## config.mk

```make
export PLATFORM = sky130hd
export DESIGN_NAME = uart_rx_ctrl
export DESIGN_NICKNAME = d
export VERILOG_FILES = /design/src/rtl/uart_rx_ctrl.sv
export SDC_FILE = /design/constraint.sdc
export NUM_CORES = 1
export LEC_CHECK = 0
export CAP_MARGIN = 20
export CORE_MARGIN = 5
export CORE_UTILIZATION = 50
export DETAILED_ROUTE_END_ITERATION = 12
export GPL_ROUTABILITY_DRIVEN = 0
export PLACE_DENSITY_LB_ADDON = 0.2
export SETUP_SLACK_MARGIN = 0.4
export SYNTH_ARGS = -nofsm -noshare
export SYNTH_HDL_FRONTEND = slang
export SYNTH_SLANG_ARGS = --single-unit
export TNS_END_PERCENT = 30
```

## constraint.sdc

```tcl
create_clock -name clk -period 1.6 [get_ports clk]
set_input_delay 0.16 -clock clk [delete_from_list [all_inputs] [get_ports clk]]
set_output_delay 0.16 -clock clk [all_outputs]
set_load 0.01 [all_outputs]
```

## src/rtl/uart_rx_ctrl.sv

```systemverilog
// uart_rx_ctrl: UART receive controller for an LSB-first 8N1 frame.
// It synchronises the serial line, detects the start bit and enables an external
// RX baud generator. The generator returns a mid-bit tick, and each bit is sampled
// on that tick.
// At the end of a frame the controller presents the received byte with a one-cycle
// strobe and a framing-error flag.
// Optional feature: define UART_RX_PARITY_EN to add an even-parity bit between
// the data and stop bits, together with a registered perr output.
module uart_rx_ctrl #(
    parameter int DATA_BITS = 8
) (
    input  logic                 clk,
    input  logic                 rst,
    input  logic                 rx,
    input  logic                 baud_tick,
    output logic                 baud_ena,
    output logic [DATA_BITS-1:0] data,
    output logic                 rcv,
    output logic                 ferr,
`ifdef UART_RX_PARITY_EN
    output logic                 perr,
`endif
    output logic                 busy
);

    localparam int CNT_W = (DATA_BITS > 1) ? $clog2(DATA_BITS) : 1;
    localparam logic [CNT_W-1:0] LAST_BIT = CNT_W'(DATA_BITS - 1);

    typedef enum logic [2:0] {
        ST_IDLE   = 3'd0,
        ST_START  = 3'd1,
        ST_DATA   = 3'd2,
        ST_STOP   = 3'd3,
`ifdef UART_RX_PARITY_EN
        ST_PARITY = 3'd5,
`endif
        ST_LOAD   = 3'd4
    } state_t;

    logic [1:0]           sync_q;
    logic                 rx_s;
    state_t               state_q, state_d;
    logic [CNT_W-1:0]     cnt_q, cnt_d;
    logic [DATA_BITS-1:0] shift_q, shift_d;
    logic                 stop_ok_q, stop_ok_d;
    logic [DATA_BITS-1:0] data_q, data_d;
    logic                 ferr_q, ferr_d;
    logic                 rcv_q, rcv_d;
    logic                 baud_ena_q, baud_ena_d;
    logic                 busy_q, busy_d;
`ifdef UART_RX_PARITY_EN
    logic                 par_bad_q, par_bad_d;
    logic                 perr_q, perr_d;
`endif

    // Two-flop synchroniser; it resets to the idle-high line level so that reset
    // cannot produce a false start.
    always_ff @(posedge clk) begin
        if (rst) begin
            sync_q <= 2'b11;
        end else begin
            sync_q <= {sync_q[0], rx};
        end
    end

    assign rx_s = sync_q[1];

    // Next-state logic. baud_ena and busy are decoded from the next state, so once
    // registered they follow the state register without glitches.
    always_comb begin
        state_d   = state_q;
        cnt_d     = cnt_q;
        shift_d   = shift_q;
        stop_ok_d = stop_ok_q;
        data_d    = data_q;
        ferr_d    = ferr_q;
        rcv_d     = 1'b0;
`ifdef UART_RX_PARITY_EN
        par_bad_d = par_bad_q;
        perr_d    = perr_q;
`endif
        case (state_q)
            ST_IDLE: begin
                if (!rx_s) begin
                    state_d = ST_START;
                end
            end
            ST_START: begin
                // A line that is high again at mid start bit was only a glitch.
                if (baud_tick) begin
                    if (rx_s) begin
                        state_d = ST_IDLE;
                    end else begin
                        state_d = ST_DATA;
                        cnt_d   = '0;
                    end
                end
            end
            ST_DATA: begin
                if (baud_tick) begin
                    // Right shift, so the first bit received ends up at bit 0.
                    shift_d = {rx_s, shift_q[DATA_BITS-1:1]};
                    if (cnt_q == LAST_BIT) begin
                        cnt_d   = '0;
`ifdef UART_RX_PARITY_EN
                        state_d = ST_PARITY;
`else
                        state_d = ST_STOP;
`endif
                    end else begin
                        cnt_d = cnt_q + CNT_W'(1);
                    end
                end
            end
`ifdef UART_RX_PARITY_EN
            ST_PARITY: begin
                // Even parity: data bits XOR parity bit must be 0.
                if (baud_tick) begin
                    par_bad_d = (^shift_q) ^ rx_s;
                    state_d   = ST_STOP;
                end
            end
`endif
            ST_STOP: begin
                if (baud_tick) begin
                    stop_ok_d = rx_s;
                    state_d   = ST_LOAD;
                end
            end
            ST_LOAD: begin
                // The byte is published even on a framing error.
                data_d  = shift_q;
                ferr_d  = ~stop_ok_q;
                rcv_d   = 1'b1;
`ifdef UART_RX_PARITY_EN
                perr_d  = par_bad_q;
`endif
                state_d = ST_IDLE;
            end
            default: begin
                state_d = ST_IDLE;
            end
        endcase

        baud_ena_d = (state_d == ST_START) || (state_d == ST_DATA) || (state_d == ST_STOP);
`ifdef UART_RX_PARITY_EN
        if (state_d == ST_PARITY) begin
            baud_ena_d = 1'b1;
        end
`endif
        busy_d = (state_d != ST_IDLE);
    end

    // FSM state, datapath and registered outputs.
    always_ff @(posedge clk) begin
        if (rst) begin
            state_q    <= ST_IDLE;
            cnt_q      <= '0;
            shift_q    <= '0;
            stop_ok_q  <= 1'b0;
            data_q     <= '0;
            ferr_q     <= 1'b0;
            rcv_q      <= 1'b0;
            baud_ena_q <= 1'b0;
            busy_q     <= 1'b0;
`ifdef UART_RX_PARITY_EN
            par_bad_q  <= 1'b0;
            perr_q     <= 1'b0;
`endif
        end else begin
            state_q    <= state_d;
            cnt_q      <= cnt_d;
            shift_q    <= shift_d;
            stop_ok_q  <= stop_ok_d;
            data_q     <= data_d;
            ferr_q     <= ferr_d;
            rcv_q      <= rcv_d;
            baud_ena_q <= baud_ena_d;
            busy_q     <= busy_d;
`ifdef UART_RX_PARITY_EN
            par_bad_q  <= par_bad_d;
            perr_q     <= perr_d;
`endif
        end
    end

    assign baud_ena = baud_ena_q;
    assign data     = data_q;
    assign rcv      = rcv_q;
    assign ferr     = ferr_q;
    assign busy     = busy_q;
`ifdef UART_RX_PARITY_EN
    assign perr     = perr_q;
`endif

endmodule

```

=== Yosys cells after proc, flatten, opt, wreduce, memory -nomap -nowiden ===
Index checks and enable logic that the tools add are counted.

* Reduce and logical (&&, ||, !) cells: 8
* Multiplexer cells: 13
* Bitwise gates (word level): 1
* Eq/ne operators: 11
* Add/sub/neg operators: 1

{| class="wikitable"
|+ Operators by type and width
! operator !! count
|-
| $mux 3 || 9
|-
| $eq 3x2->1 const B || 4
|-
| $pmux 3 s4 || 1
|-
| $eq 3x1->1 const B || 2
|-
| $eq 3x3->1 const B || 2
|-
| $ne 2x2->1 const B || 3
|-
| $pmux 3 s2 || 1
|-
| $reduce_and 2->1 || 2
|-
| $reduce_and 4->1 || 1
|-
| $add 3x1->3 const B || 1
|-
| $logic_not 3->1 || 1
|-
| $reduce_bool 3->1 || 1
|-
| $logic_or 1x1->1 || 2
|-
| $mux 2 || 1
|-
| $reduce_bool 2->1 || 1
|-
| $mux 1 || 1
|-
| $not 1->1 || 1
|}

* Output and inout port bits: 12
* Logic and storage cells: 44
* Register bits after elaboration: 29

=== Logic depth before layout (Yosys ltp) ===
* Depth after elaboration: 7
* Mapped depth: 5
* Depth with buffers taken out: 5

=== Worst setup path before layout ===
OpenSTA, ideal clock, no wires.

* Path type: register to register
* From: reg cnt_q[0]
* To: reg cnt_q[2]
* Path slack: 0.240 ns
* Path buffers: 0
* Library setup time: 0.072 ns
* Period minus slack after synthesis: 1.360 ns
* Data arrival time: 1.288 ns
* Cell stages (with the launch flop): 6
* Cell sequence: dfxtp_1 > ha_1 > ha_1 > nand2b_1 > or4_1 > mux2i_1

* Word-level cells in the longest chain between the ends: 4

{| class="wikitable"
|+ Ends and longest elaborated chain
! what !! RTL line !! text
|-
| start: declaration || 43 || <nowiki>logic [CNT_W-1:0] cnt_q, cnt_d;</nowiki>
|-
| start signal: assignment || 172 || <nowiki>cnt_q <= cnt_d;</nowiki>
|-
| $add 3x1->3 / $eq 3x3->1 (equally long branches) || 111, 103 ||
|-
| $mux 3 (*) || 103 || <nowiki>if (cnt_q == LAST_BIT) begin</nowiki>
|-
| $mux 3 (*) || 100 || <nowiki>if (baud_tick) begin</nowiki>
|-
| $pmux 3 s2 (*) || 82 || <nowiki>case (state_q)</nowiki>
|}

Every way passes the cells marked *; elsewhere a longest branch is shown, timed or not. The select of a mux whose other input is x is not followed.
A chain may end at the register's enable or synchronous reset.

=== Final worst setup path ===
Same ends and word-level chain as after synthesis.

==> metrics.txt <==
Post-synth EDFFs 0; fin crit period 1.40 ns; Net Sw Frac 0.208; RSZ-0062 raised after global routing yes; htree depth 2; Clock Sinks 29; pin count of the biggest net entering global routing 31; CTS max path bufs 2; metal3 WL 105 microns; fin. max-slew vios 0; CP Cell Sequence ha_4 > ha_4 > nand2b_1 > or4_1 > mux2i_1; Netlist Area Pre-Place 1150 sq um; Synth warnings 0; final setup violation count 0; initial antenna violation count 0; total length of routed wires 1990 microns; register area 589 sq um; CTS tree done; clock latency on the worst-skew pair 0.31 ns; Worst path most repeated cell ha_4; delay-heaviest family, CP simple AND/OR/NAND/NOR gates; DR vias 827; Buf+Inv Stages, Crit Path 0; Crit Path Category flop to flop; HP Start rx; uppermost layer routed met4; WL met1 947 microns; Worst Path Arrival 1.64 ns; port buffer count 15; CTS buffer count 5; area of the multi-input gates 568 sq um; Layout Nets 139; Tightest Hold Check Type input pin to flop; ant diodes 0; slowest CP cell or4_1; number of synthesized register bits 29; worst setup margin 0.203 ns; Slew @ Worst Pin 0.277 ns; worst r2r dst cnt_q[2]; number of global-route vias before repair 746; Die Wd 58.1 microns; Final Hold Fails 0; syn nets 117; Reg2Reg Setup Slack 0.20 ns; Hold EP sync_q[0]; Slew headroom 0.815; Die Height 58.1 microns; share of cells above drive strength 1 0.203; vias per std cell 5.14; async set-reset flop share out of synthesis 0; routed len/inst 12.4 microns; clock share of power 0.355; Worst Skew 0.00602 ns; Seq/Total Area, Yosys 0.503; Hold-fix buffers, CTS 0; Syn Area/Cell 10.4 sq um; hpwl dp 1280 microns; area of the core 2210 sq um; first-pass GRT wire length 3180 microns; CP Max Fanout 2; logic gate share of total power 0.042; RR Startpoint cnt_q[0]; critical path required time 1.84 ns; maximum vdd drop 629 uV; pre-CTS setup slack 0.146 ns; Seq pwr share 0.602; startpoint types flop; setup TNS 0 ns; gr usage total 0.123; first drt pass iteration count 4; net switching power 253 uW; fillcell total 193; R2R depth 5; site row count 17; Synth Instances 111; Die Area 3370 sq um; initial drt markers 9; Post-DRT Antenna Nets 0; Peak Freq 716 MHz; Remaining DRCs 0; main flop type after synthesis dfxtp_1; total gr overflow 0; status finished, final reports clean; Pint 961 uW; Distinct cells, synth 25; initial core utilization 0.522; Hold Slack 0.409 ns; CP Capture Type flop; MaxCap Viol Count 0; Clock Pin Slew Worst Setup and Hold Paths 0.09 ns; worst stage delay on the critical path 0.41 ns; leakage power 0.000551 uW; CTS Root Cell clkbuf_4; area grow syn2layout 26.2%; Final Cycle Share 0.873; DR WL met2 906 microns; worst hold path cell count 2; Power Dens Cells 833 nW/um^2; I/O pin count 16
[cell usage after synthesis, types with 2 or more instances]
library cell / count / area, sq um
dfxtp_1: 29 / 581
nor2_1: 23 / 86.3
mux2i_1: 22 / 220
nand2b_1: 6 / 37.5
nand2_1: 4 / 15.0
buf_4: 3 / 22.5
clkbuf_1: 3 / 11.3
ha_1: 2 / 25.0
inv_1: 2 / 7.51
or2_2: 2 / 12.5
[per-stage QoR]
step                utilization  std cells  instance area, sq um  total power (uW)
floorplan                     -        111                  1160               778
global placement          0.600        150                  1330               795
detailed placement        0.600        150                  1330               796
CTS                       0.642        158                  1420              1230
global route              0.659        161                  1460              1270
finish                    0.659        161                  1460              1210
[power groups by stage]
stage	clock network (uW)	logic [uW]	registers, uW
global placement	0	45.1	750
detailed placement	0	45.4	750
finish	431	51.6	731
floorplan	0	29.8	748
global route	482	56.2	733
CTS	448	45.9	734
[cells by family (layout without fill, tap and decap cells)]
group,Yosys count,count (layout),synth area share
AO/OA/AOI/OAI,4,4,0.0368
buffers and inverters,9,31,0.0455
multiplexers,22,22,0.191
adder cells (fa/ha/maj),2,2,0.0217
flip-flops,29,29,0.503
AND/OR/NAND/NOR,45,45,0.203
[worst max path at each step]
| stage | slack (ns) | end | cells past startpoint | startpoint |
|---|---|---|---|---|
| 4_1_cts | 0.19 | cnt_q[2] | 5 | cnt_q[0] |
| 2_1_floorplan | 0.26 | cnt_q[2] | 5 | cnt_q[0] |
| 3_3_place_gp | 0.15 | shift_q[3] | 4 | baud_tick |
| 6_report | 0.20 | cnt_q[2] | 5 | cnt_q[0] |
| 3_5_place_dp | 0.15 | shift_q[0] | 4 | baud_tick |
| 5_1_grt | 0.14 | cnt_q[2] | 5 | cnt_q[0] |
[sequential cells by signal, summed over array words and instances, names as in the netlist]
| signal | cells |
|---|---|
| shift_q | 8 |
| rcv | 1 |
| cnt_q | 3 |
| sync_q | 2 |
| stop_ok_q | 1 |
| state_q | 3 |
| ferr | 1 |
| busy | 1 |
| baud_ena | 1 |
| data | 8 |
[metal layers]
metal	up-vias	GRT usage
met5	-	0
met4	0	0.0596
met3	5	0.0468
met2	15	0.185
met1	392	0.154
li1	415	-
[repair_timing]
action / CTS / global route
gates cloned: 0 / 1
gates resized for setup: 9 / 6
pin swaps: 0 / 1
buffers inserted: 1 / 2
setup endpoints to repair: 32 / 31
[placed cells by master (no fill, tap or decap)]
cell and count:
nand4b_1 1, buf_6 1, clkbuf_4 5, nor2b_1 1, clkbuf_1 1, nand2b_1 6
nand2_1 4, dlygate4sd2_1 3, clkdlybuf4s50_1 11, nand3b_1 1, or2_2 2, dlymetal6s2s_1 1
a311oi_1 1, inv_1 2, mux2i_1 22, o21a_1 1, ha_4 2, nor3_1 1
o311a_1 1, dfxtp_1 24, buf_4 5, a21oi_4 1, or2b_1 1, or3b_4 1
buf_2 1, nor3b_4 1, dfxtp_4 1, nor4b_2 1, nor2_1 23, and4bb_4 1
or4_1 1, dfxtp_2 4, clkbuf_8 1
[area by class of cell]
class,count,area share
clock buffer,7,0.0378
sequential,29,0.404
tap,28,0.0240
inverter,2,0.00515
multi-input combinational,73,0.390
timing repair buffer,22,0.139
[worst register-to-register path: stages (launching register included)]
cell      delay [ns]
dfxtp_2         0.35
ha_4            0.16
ha_4            0.25
nand2b_1        0.04
or4_1           0.41
mux2i_1         0.13
(Power assumes the default switching activity.)
